**config.mk**
```make
export PLATFORM = sky130hd
export DESIGN_NAME = alu_result_sel_pipe_flat
export DESIGN_NICKNAME = d
export VERILOG_FILES = /design/src/rtl/alu_result_sel_pipe_if.sv /design/src/rtl/alu_result_sel_pipe.sv /design/src/flat_wrapper.sv
export SDC_FILE = /design/constraint.sdc
export NUM_CORES = 1
export LEC_CHECK = 0
export ABC_AREA = 1
export BUFFER_PORTS_ARGS = -buffer_cell sky130_fd_sc_hd__clkbuf_2
export CAP_MARGIN = 20
export CORE_MARGIN = 2
export CORE_UTILIZATION = 51
export DETAILED_ROUTE_END_ITERATION = 8
export MAX_ROUTING_LAYER = met4
export PLACE_DENSITY = 0.85
export SYNTH_ARGS = -nofsm -noshare
export SYNTH_HDL_FRONTEND = slang
export SYNTH_SLANG_ARGS = --single-unit
```
**constraint.sdc**
```tcl
create_clock -name clk -period 2.29 [get_ports clk]
set_input_delay 0.229 -clock clk [delete_from_list [all_inputs] [get_ports clk]]
set_output_delay 0.229 -clock clk [all_outputs]
set_load 0.02 [all_outputs]
```
**src/rtl/alu_result_sel_pipe_if.sv**
```systemverilog
// Handshake bundle between the ALU functional units, the result selector and writeback.
// The master drives operands/opcode and consumes results; the slave is the selector.
interface alu_result_sel_pipe_if #(
    parameter int unsigned WIDTH     = 16,
    parameter int unsigned NUM_OPS   = 12,
    parameter int unsigned ERR_CNT_W = 8
);
    localparam int unsigned OpW = (NUM_OPS > 1) ? $clog2(NUM_OPS) : 1;

    logic [NUM_OPS*WIDTH-1:0] res_in;
    logic [NUM_OPS-1:0]       sel;
    logic                     in_valid;
    logic                     in_ready;
    logic                     out_valid;
    logic                     out_ready;
    logic [WIDTH-1:0]         result;
    logic [OpW-1:0]           op_idx;
    logic                     flag_zero;
    logic                     flag_neg;
    logic                     flag_err;
    logic [ERR_CNT_W-1:0]     err_cnt;

    modport master (
        output res_in, sel, in_valid, out_ready,
        input  in_ready, out_valid, result, op_idx, flag_zero, flag_neg, flag_err, err_cnt
    );

    modport slave (
        input  res_in, sel, in_valid, out_ready,
        output in_ready, out_valid, result, op_idx, flag_zero, flag_neg, flag_err, err_cnt
    );
endinterface

```
**src/rtl/alu_result_sel_pipe.sv**
```systemverilog
// One-hot ALU result selector with illegal-opcode detection, status flags and a small
// output FIFO behind a valid/ready handshake.
module alu_result_sel_pipe #(
    parameter int unsigned WIDTH     = 16,
    parameter int unsigned NUM_OPS   = 12,
    parameter int unsigned CLEAR_IDX = 11,
    parameter int unsigned DEPTH     = 2,
    parameter int unsigned ERR_CNT_W = 8
) (
    input logic                 clk,
    input logic                 rst,
    alu_result_sel_pipe_if.slave bus
);
    localparam int unsigned OpW  = (NUM_OPS > 1) ? $clog2(NUM_OPS) : 1;
    localparam int unsigned PtrW = $clog2(DEPTH);
    localparam int unsigned CntW = PtrW + 1;

    logic [WIDTH-1:0]     mem_result_q [DEPTH];
    logic [OpW-1:0]       mem_op_q     [DEPTH];
    logic                 mem_err_q    [DEPTH];
    logic [PtrW-1:0]      wr_ptr_q, rd_ptr_q;
    logic [CntW-1:0]      count_q, count_d;
    logic [ERR_CNT_W-1:0] err_cnt_q;

    logic             sel_legal;
    logic [OpW-1:0]   sel_idx;
    logic [WIDTH-1:0] sel_lane;
    logic [WIDTH-1:0] push_result;
    logic [OpW-1:0]   push_op;
    logic             push_err;
    logic             push, pop;

    // Exactly one bit set: non-zero and clearing the lowest set bit leaves nothing.
    always_comb begin
        sel_legal = (bus.sel != '0) && ((bus.sel & (bus.sel - NUM_OPS'(1))) == '0);
        sel_idx   = '0;
        sel_lane  = '0;
        for (int i = 0; i < NUM_OPS; i++) begin
            if (bus.sel[i]) begin
                sel_idx  = OpW'(i);
                sel_lane = bus.res_in[i*WIDTH +: WIDTH];
            end
        end
        push_result = (sel_legal && (sel_idx != OpW'(CLEAR_IDX))) ? sel_lane : '0;
        push_op     = sel_legal ? sel_idx : '0;
        push_err    = !sel_legal;
    end

    always_comb begin
        bus.in_ready  = (count_q != CntW'(DEPTH));
        bus.out_valid = (count_q != '0);
        push          = bus.in_valid && bus.in_ready;
        pop           = bus.out_valid && bus.out_ready;
        count_d       = count_q;
        if (push && !pop) begin
            count_d = count_q + CntW'(1);
        end else if (pop && !push) begin
            count_d = count_q - CntW'(1);
        end
    end

    always_ff @(posedge clk or posedge rst) begin
        if (rst) begin
            for (int i = 0; i < DEPTH; i++) begin
                mem_result_q[i] <= '0;
                mem_op_q[i]     <= '0;
                mem_err_q[i]    <= 1'b0;
            end
            wr_ptr_q  <= '0;
            rd_ptr_q  <= '0;
            count_q   <= '0;
            err_cnt_q <= '0;
        end else begin
            if (push) begin
                mem_result_q[wr_ptr_q] <= push_result;
                mem_op_q[wr_ptr_q]     <= push_op;
                mem_err_q[wr_ptr_q]    <= push_err;
                wr_ptr_q               <= wr_ptr_q + PtrW'(1);
            end
            if (pop) begin
                rd_ptr_q <= rd_ptr_q + PtrW'(1);
            end
            count_q <= count_d;
            if (push && push_err && (err_cnt_q != '1)) begin
                err_cnt_q <= err_cnt_q + ERR_CNT_W'(1);
            end
        end
    end

    // Flags derive from the stored result, which is exactly what push would compute.
    always_comb begin
        bus.result    = mem_result_q[rd_ptr_q];
        bus.op_idx    = mem_op_q[rd_ptr_q];
        bus.flag_err  = mem_err_q[rd_ptr_q];
        bus.flag_zero = (mem_result_q[rd_ptr_q] == '0);
        bus.flag_neg  = mem_result_q[rd_ptr_q][WIDTH-1];
        bus.err_cnt   = err_cnt_q;
    end
endmodule

```
**src/flat_wrapper.sv**
```systemverilog
// flat-port wrapper written by rule: the top's interface ports become plain ports
module alu_result_sel_pipe_flat 
#(
    parameter int unsigned WIDTH     = 16,
    parameter int unsigned NUM_OPS   = 12,
    parameter int unsigned CLEAR_IDX = 11,
    parameter int unsigned DEPTH     = 2,
    parameter int unsigned ERR_CNT_W = 8
)
  (clk, rst, bus_res_in, bus_sel, bus_in_valid, bus_out_ready, bus_in_ready, bus_out_valid, bus_result, bus_op_idx, bus_flag_zero, bus_flag_neg, bus_flag_err, bus_err_cnt);
  alu_result_sel_pipe_if #(.WIDTH(WIDTH), .NUM_OPS(NUM_OPS), .ERR_CNT_W(ERR_CNT_W)) bus_i ();
  input logic clk;
  input logic rst;
  input wire logic [$bits(bus_i.res_in)-1:0] bus_res_in;
  input wire logic [$bits(bus_i.sel)-1:0] bus_sel;
  input wire logic [$bits(bus_i.in_valid)-1:0] bus_in_valid;
  input wire logic [$bits(bus_i.out_ready)-1:0] bus_out_ready;
  output wire logic [$bits(bus_i.in_ready)-1:0] bus_in_ready;
  output wire logic [$bits(bus_i.out_valid)-1:0] bus_out_valid;
  output wire logic [$bits(bus_i.result)-1:0] bus_result;
  output wire logic [$bits(bus_i.op_idx)-1:0] bus_op_idx;
  output wire logic [$bits(bus_i.flag_zero)-1:0] bus_flag_zero;
  output wire logic [$bits(bus_i.flag_neg)-1:0] bus_flag_neg;
  output wire logic [$bits(bus_i.flag_err)-1:0] bus_flag_err;
  output wire logic [$bits(bus_i.err_cnt)-1:0] bus_err_cnt;
  assign bus_i.res_in = bus_res_in;
  assign bus_i.sel = bus_sel;
  assign bus_i.in_valid = bus_in_valid;
  assign bus_i.out_ready = bus_out_ready;
  assign bus_in_ready = bus_i.in_ready;
  assign bus_out_valid = bus_i.out_valid;
  assign bus_result = bus_i.result;
  assign bus_op_idx = bus_i.op_idx;
  assign bus_flag_zero = bus_i.flag_zero;
  assign bus_flag_neg = bus_i.flag_neg;
  assign bus_flag_err = bus_i.flag_err;
  assign bus_err_cnt = bus_i.err_cnt;
  alu_result_sel_pipe #(.WIDTH(WIDTH), .NUM_OPS(NUM_OPS), .CLEAR_IDX(CLEAR_IDX), .DEPTH(DEPTH), .ERR_CNT_W(ERR_CNT_W)) u_core (.clk(clk), .rst(rst), .bus(bus_i));
endmodule
```
==> impl_metrics.toml, run 1 <==
[detailed_routing]
vias_per_cell = 4.943
dr.pass1.iters = 5
wl_microns = 15340
vias = 5818
final_antenna_net_count = 0
drcViolationCount = 0
wl_per_cell_microns = 13.03
initialDrtViolationCount = 300

[logic_synthesis]
synth.largest_area_cell = "dfrtp_1"
synth-edff-count = 0
synth_warnings = 0
syn-instance-count = 840
yosys-top-cells-area = "dfrtp_1 28%, nand2_1 24%, inv_1 10%"
synth_top_area_share = 0.2757
syn-num-nets = 1050
synthArstFlopShare = 1.000
ys_seq_elements = 54
ys_seq_area_frac = 0.2757
synth_flop_cell = "dfrtp_1"
synthesis.area_sq_mm = 0.004902
avgSynthCellArea_sq_um = 5.836
yosysUniqueCellTypes = 33

[hold_path]
hp-class = "in2reg"
hold_depth = 3
worst_hold_startpoint = "bus_out_ready"
min_to = "u_core.rd_ptr_q"

[cells_and_area]
fillers = 884
final_common_cell = "nand2_1"
layout.nets = 1257
final_cell_mix = "311 x nand2_1, 223 x clkbuf_2, 130 x inv_1"
final_layout_size_suffix_gt1_frac = 0.2844
multi_input_area_sq_mm = 0.002830
synthToLayoutAreaGrowth_pct = 27.49
regArea_sq_mm = 0.001351
utilization = 0.6732
antenna_cells = 0

[cts]
clockBufferDepth = 2
cts.reportedPaths.clkPinSlew_ns = 0.10
cts_setup_buffers = 0
cts_buffers = 5
cts_max_level = 2
cts.sinks = 54
root_buffer = "clkbuf_8"
clk-insertion-delay-late_ns = 0.32
cts_tree = "yes"

[setup_path]
crit_required_ns = 2.06
crit_family = "simple AND/OR/NAND/NOR gates"
reg2reg_to = "u_core.bus.err_cnt[2]"
crit_arrival_ns = 1.92
reg2reg_setup_slack_ns = 0.44
path_class = "reg2out"
crit_top_cell = "nor4_1"
r2r_start = "u_core.bus.err_cnt[0]"
cp-end-kind = "output port"
cp.buffers_inverters = 3
slowest_delay_ns = 0.41
crit_chain = "buf_12 -> o21ai_1 -> inv_1 -> nor4_1 -> nand3_1 -> nor4_1 -> buf_2"
cp_max_fo = 38
reg2reg_depth = 8
slowest_stage = "dfrtp_1"
crit_path_start_kind = "flop"

[grt]
gr-total-overflow = 0
grt_start_max_net_pins = 39
antenna_found_initial = 0
track_usage = 0.3110
grt_pass1_wl_microns = 24850
first_global_vias = 5357

[floorplan]
die_h_microns = 102.0
rows = 35
coreArea_sq_mm = 0.009284
die_area_sq_mm = 0.01041
ioPinCount = 241
initial_core_util = 0.5280
die_w_microns = 102.0

[timing]
post-route-min-period_ns = 2.152
fin_worst_skew_ns = 0.009915
holdWs_ns = 0.1972
finalSetupViolCount = 0
worst_slack_ns = 0.1384
maxSlewViolCount = 0
slew_headroom = 0.5688
period_share = 0.9396
worst_slew_pin_slew_ns = 0.6458
report.final.hold_viol_count = 0
rsz0062_at_grt = "no"
fmax_mhz = 464.8
final.setup.tns_ns = 0

[place]
place_ws_ns = 0.3104
place.gp.congestion = 0.9359
io_buffers = 224
dp_hpwl_microns = 12250

[power_and_ir_drop]
vdd_ir_drop_max_mv = 0.5193
power_density_mw_per_mm2 = 777.6
p_total_w = 0.004860
p_leak_nw = 3.785

[outcome]
outcome = "complete, no violations"

[run]
cap_violations = 0
==> synth_stat cells (2+ instances only) <==
library cell    n
xnor2_1         4
nand2_2         3
nor2_2         12
buf_4           5
o21ai_1         5
nand2_1       311
o21ai_0        49
nor4_1          6
o21a_1          2
inv_1         131
mux2_2          5
nor2_4          4
clkinv_1        3
inv_2           4
dfrtp_1        54
a31oi_1         2
nand3_1        30
buf_2          16
o22ai_1        14
clkbuf_1       17
buf_6           3
ha_1            2
a21oi_1        57
xor2_1          4
or2_2          15
nand3b_1       16
nor2_1         60
==> power by group <==
part	total [W]	internal (W)	leakage [nW]	switching [W]
Clock	0.000599	0.000278	0.0544	0.000322
Combinational	0.00277	0.00102	3.06	0.00175
Sequential	0.00149	0.00131	0.666	0.000179
Total	0.00486	0.00261	3.78	0.00225
==> flip-flops by register name (all words and copies together) (netlist names) <==
name and flops:
u_core.mem_result_q 32, u_core.count_q 2, u_core.bus.err_cnt 8, u_core.rd_ptr_q 1
u_core.wr_ptr_q 1, u_core.mem_op_q 8, u_core.mem_err_q 2
==> worst min-delay path, cell delays in order <==
cell and delay, ns:
clkbuf_2 0.08, nand2_1 0.10, xnor2_1 0.07
==> through the flow <==
stage                     cells  cell area [sq um]
after detailed placement   1168               6118
final                      1177               6250
after global routing       1177               6250
after floorplan             840               4902
after global placement     1168               6118
after CTS                  1177               6233
==> area by class of cell <==
class | count | share of cell area
Clock buffer | 7 | 0.01542
Clock inverter | 1 | 0.001401
Tap cell | 129 | 0.02583
Multi-Input combinational cell | 606 | 0.4529
Sequential cell | 54 | 0.2162
Inverter | 138 | 0.08288
Timing Repair Buffer | 242 | 0.2054
==> timing repair <==
action                                  CTS  global route
endpoints found under the setup margin    0             1
hold buffers                              1             0
resized for setup                         0             9
endpoints found under the hold margin     7             0
==> layer usage <==
layer  track usage  wire length [microns]  part of all wire
met2        0.5147                   7327              0.48
met3       0.04446                   1269             0.083
met4       0.07692                    321             0.021
met1        0.4032                   6418              0.42
met5             -                      0                 0
==> worst max-delay path by stage <==
stage / end / startpoint / cells after the start
2_1_floorplan: bus_flag_zero / u_core.rd_ptr_q / 5
3_3_place_gp: u_core.mem_result_q[23] / bus_sel[6] / 10
3_5_place_dp: u_core.mem_result_q[19] / bus_sel[6] / 10
4_1_cts: bus_flag_zero / u_core.rd_ptr_q / 7
5_1_grt: bus_flag_zero / u_core.rd_ptr_q / 7
6_report: bus_flag_zero / u_core.rd_ptr_q / 7
==> cell families (layout without fill, tap and decap cells) <==
logic type / after synthesis / after routing / synth area share
flops: 54 / 54 / 0.2757
fa+ha+maj: 2 / 2 / 0.005104
mux: 5 / 5 / 0.01148
buf+inv: 180 / 388 / 0.1503
xor+xnor: 8 / 8 / 0.01429
compound gates: 131 / 131 / 0.1399
simple gates: 460 / 460 / 0.4033
(Power assumes the default switching activity.)
==> run 2, diff against run 1 <==
PLACE_DENSITY = 0.88   (was 0.85)
==> impl_metrics.toml, run 2 (same netlist as run 1, synthesis figures left out) <==
[outcome]
outcome = "complete, no violations"

[timing]
slew_headroom = 0.4111
post-route-min-period_ns = 2.230
period_share = 0.9738
finalSetupViolCount = 0
worst_slew_pin_slew_ns = 0.8821
fmax_mhz = 448.4
report.final.hold_viol_count = 0
holdWs_ns = 0.07564
fin_worst_skew_ns = 0.01223
final.setup.tns_ns = 0
maxSlewViolCount = 0

[cells_and_area]
regMostFlops = "u_core.mem_result_q"
largest_reg_flops = 32
finish.instance_area_sq_mm = 0.006301
final_common_cell = "nand2_1"
final_layout_size_suffix_gt1_frac = 0.2940
layout.nets = 1267
multi_input_area_sq_mm = 0.002843
synthToLayoutAreaGrowth_pct = 28.53
utilization = 0.6787
final_cell_mix = "311 x nand2_1, 223 x clkbuf_2, 130 x inv_1"
regArea_sq_mm = 0.001355
antenna_cells = 0
fillers = 894

[cts]
cts_tree = "yes"
root_buffer = "clkbuf_8"
cts_max_level = 2
cts_buffers = 5
clk-insertion-delay-late_ns = 0.31
cts.sinks = 54
clockBufferDepth = 2
cts.reportedPaths.clkPinSlew_ns = 0.10

[hold_path]
hp-class = "in2async"

[place]
io_buffers = 224
post_dp_cell_area_sq_mm = 0.006138
place.gp.congestion = 0.9863
dp_hpwl_microns = 12720

[setup_path]
reg2reg_depth = 8
crit_required_ns = 2.06
crit_end = "bus_flag_zero"
crit_arrival_ns = 2.00
startpoint = "u_core.rd_ptr_q"
reg2reg_to = "u_core.bus.err_cnt[2]"
r2r_start = "u_core.bus.err_cnt[0]"
path_class = "reg2out"
cp_max_fo = 8
cp-end-kind = "output port"
reg2reg_setup_slack_ns = 0.46
crit_path_start_kind = "flop"

[detailed_routing]
final_antenna_net_count = 0
vias_per_cell = 5.032
vias = 5973
wl_microns = 15560
wl_per_cell_microns = 13.11
drcViolationCount = 0
initialDrtViolationCount = 330
dr.pass1.iters = 5

[grt]
antenna_found_initial = 0
grt_pass1_wl_microns = 25320
grt_start_max_net_pins = 45
track_usage = 0.3147
gr-total-overflow = 0
first_global_vias = 5631

[floorplan]
rows = 35
ioPinCount = 241
die_h_microns = 102.0
initial_core_util = 0.5280
die_area_sq_mm = 0.01041
die_w_microns = 102.0
coreArea_sq_mm = 0.009284

[power_and_ir_drop]
vdd_ir_drop_max_mv = 0.5616
power_density_mw_per_mm2 = 777.1
p_leak_nw = 3.815

[run]
cap_violations = 0
==> run 2: power by group <==
part	leakage (nW)	switching (W)	internal [W]	total, W
clock	0.0452	0.000304	0.000216	0.000521
combinational	3.10	0.00176	0.00108	0.00285
sequential	0.665	0.000207	0.00132	0.00153
==> run 2: worst min-delay path by stage <==
stage	from	to	cells past startpoint
floorplan	bus_out_ready	u_core.rd_ptr_q	2
global placement	rst	u_core.bus.err_cnt[3]	2
detailed placement	rst	u_core.mem_result_q[10]	2
CTS	rst	u_core.mem_result_q[10]	2
global route	rst	u_core.mem_result_q[31]	2
finish	rst	u_core.bus.err_cnt[0]	2
==> run 2: what timing repair did <==
item                                    CTS  global route
gates resized for setup                   1            15
hold buffers                              0             0
pin swaps                                 0             3
setup buffers                             0             5
endpoints found under the setup margin    1             1
==> run 2: through the flow <==
step / worst slack, ns / total power, W / std cells
after floorplan: 0.1021 / 0.003365 / 840
after global placement: 0.1511 / 0.004121 / 1174
after detailed placement: 0.1319 / 0.004221 / 1174
after CTS: 0.007285 / 0.004752 / 1182
after global routing: -0.1410 / 0.005334 / 1187
final: 0.05990 / 0.004897 / 1187
==> run 2: critical path, cell delays in order (launching register included) <==
cell	delay, ns
dfrtp_4	0.53
buf_4	0.17
o21ai_1	0.13
inv_1	0.08
nor4_2	0.21
nand3_1	0.14
nor4_2	0.25
buf_4	0.18
==> run 2: routing by layer <==
metal  vias up  routed length (microns)  GRT usage
met4         0                      300    0.06564
met5         -                        0          -
met2       256                     7552     0.5380
met1      2674                     6492     0.4010
li1       3013                        -          -
met3        30                     1212    0.04172
==> run 2: cell type report <==
| class | instances | area share |
|---|---|---|
| multi-input cells | 606 | 0.4512 |
| flip-flops and latches | 54 | 0.2151 |
| repair buffers | 252 | 0.2123 |
| inverters | 138 | 0.08221 |
| well taps | 129 | 0.02562 |
| clock buffers | 6 | 0.01152 |
| clock inverters | 2 | 0.002184 |
==> run 3, diff against run 2 <==
CORE_UTILIZATION = 30   (was 51)
PLACE_DENSITY = unset   (was 0.88)
==> impl_metrics.toml, run 3 (same netlist as run 1, synthesis figures left out) <==
[setup_path]
crit_family = "simple AND/OR/NAND/NOR gates"
reg2reg_to = "u_core.mem_err_q[1]"
r2r_start = "u_core.count_q[0]"
crit_path_start_kind = "flop"
reg2reg_depth = 7
cp_max_fo = 13
slowest_delay_ns = 0.44
reg2reg_setup_slack_ns = 0.50
cp-end-kind = "output port"
cp.buffers_inverters = 3
crit_required_ns = 2.06
crit_chain = "clkbuf_16 -> o21ai_2 -> inv_1 -> nor4_2 -> nand2_1 -> nor4_1 -> buf_2"
path_class = "reg2out"
slowest_stage = "dfrtp_2"
path_depth = 7
crit_arrival_ns = 1.95

[hold_path]
hp-class = "in2async"

[power_and_ir_drop]
comb_power_share = 0.563
p_total_w = 0.005163
p_switching_w = 0.002346
p_int_w = 0.002817
vdd_ir_drop_max_mv = 0.4346
switching_share = 0.4544
power_density_mw_per_mm2 = 801.7
p_leak_nw = 3.824
power_frac_clock = 0.145
pwr-share-seq = 0.291

[grt]
antenna_found_initial = 0
grt_start_max_net_pins = 55
track_usage = 0.1968
first_global_vias = 5524
grt_pass1_wl_microns = 27090
gr-total-overflow = 0

[cells_and_area]
layout.nets = 1261
final_layout_size_suffix_gt1_frac = 0.2899
largest_reg_flops = 32
synthToLayoutAreaGrowth_pct = 31.37
antenna_cells = 0
final_cell_mix = "311 x nand2_1, 223 x clkbuf_2, 130 x inv_1"
regMostFlops = "u_core.mem_result_q"
final_common_cell = "nand2_1"

[timing]
worst_slack_ns = 0.1137
fmax_mhz = 459.5
post-route-min-period_ns = 2.176
period_share = 0.9504
finalSetupViolCount = 0
fin_worst_skew_ns = 0.003494
report.final.hold_viol_count = 0
slew_headroom = 0.5308
worst_slew_pin_slew_ns = 0.7038
maxSlewViolCount = 0

[floorplan]
die_w_microns = 131.8
ioPinCount = 241
die_h_microns = 131.8
die_area_sq_mm = 0.01738
coreArea_sq_mm = 0.01594
initial_core_util = 0.3075
rows = 46

[detailed_routing]
initialDrtViolationCount = 300
vias = 5711
final_antenna_net_count = 0
dr.pass1.iters = 5
vias_per_cell = 4.504
wl_microns = 17080
drcViolationCount = 0
wl_per_cell_microns = 13.47

[place]
dp_hpwl_microns = 13580
io_buffers = 224
place_ws_ns = 0.3020
place.gp.congestion = 0.8885

[cts]
ctsHoldBuffers = 0
cts.reportedPaths.clkPinSlew_ns = 0.07
cts_max_level = 2
cts_tree = "yes"
clockBufferDepth = 2
cts.sinks = 54
root_buffer = "clkbuf_16"
clk-insertion-delay-late_ns = 0.29
cts_buffers = 5

[outcome]
outcome = "complete, no violations"

[run]
cap_violations = 0
[run 3: per-stage QoR]
stage | util | instance area, sq um | std cells | hold WS [ns] | TNS (ns)
after global placement | 0.3912 | 6237 | 1258 | 0.4522 | 0
after global routing | 0.4039 | 6440 | 1268 | 0.1740 | -0.03048
final | 0.4039 | 6440 | 1268 | 0.1214 | 0
after detailed placement | 0.3912 | 6237 | 1258 | 0.4569 | 0
after floorplan | - | 4902 | 840 | 0.4142 | 0
after CTS | 0.4002 | 6380 | 1266 | 0.1373 | 0
[run 3: how the worst max path moves through the flow]
stage / slack (ns) / from / endpoint
6_report: 0.11 / u_core.rd_ptr_q / bus_flag_zero
5_1_grt: -0.03 / u_core.rd_ptr_q / bus_flag_zero
4_1_cts: 0.01 / u_core.rd_ptr_q / bus_flag_zero
3_5_place_dp: 0.30 / u_core.rd_ptr_q / bus_flag_zero
3_3_place_gp: 0.33 / u_core.rd_ptr_q / bus_flag_zero
2_1_floorplan: 0.10 / u_core.rd_ptr_q / bus_flag_zero
[run 3: repair_timing]
action | in CTS | in global routing
resized for setup | 1 | 15
setup buffers | 0 | 1
endpoints found under the hold margin | 0 | 0
pin swaps | 0 | 4
endpoints found under the setup margin | 1 | 1
cloned | 0 | 1
[run 3: worst reg2reg max path, stage by stage, from the launching register on]
cell and delay, ns:
dfrtp_1 0.36, inv_1 0.09, nand2_1 0.08, nand2_1 0.13, nor2_1 0.17, clkinv_1 0.47
o21ai_0 0.32, inv_1 0.06
[run 3: layout make-up]
cell class / instances / area (sq um)
Clock buffer: 6 / 128.9
Timing Repair Buffer: 246 / 1316
Inverter: 138 / 518.0
Sequential cell: 54 / 1353
Tap cell: 216 / 270.3
Multi-Input combinational cell: 606 / 2840
Clock inverter: 2 / 13.76
Fill cell: 1825 / 9503
[run 3: metal layers]
layer	GRT usage	share of wire
met1	0.2582	0.47
met2	0.3281	0.46
met3	0.02191	0.046
met4	0.04227	0.018
met5	-	0
[run 3: power groups by stage]
stage / combinational (W) / clock [W] / sequential, W
2_1_floorplan: 0.00185 / 0 / 0.00152
4_1_cts: 0.00280 / 0.000772 / 0.00149
6_report: 0.00291 / 0.000751 / 0.00150
5_1_grt: 0.00327 / 0.000810 / 0.00155
3_5_place_dp: 0.00278 / 0 / 0.00150
3_3_place_gp: 0.00275 / 0 / 0.00150
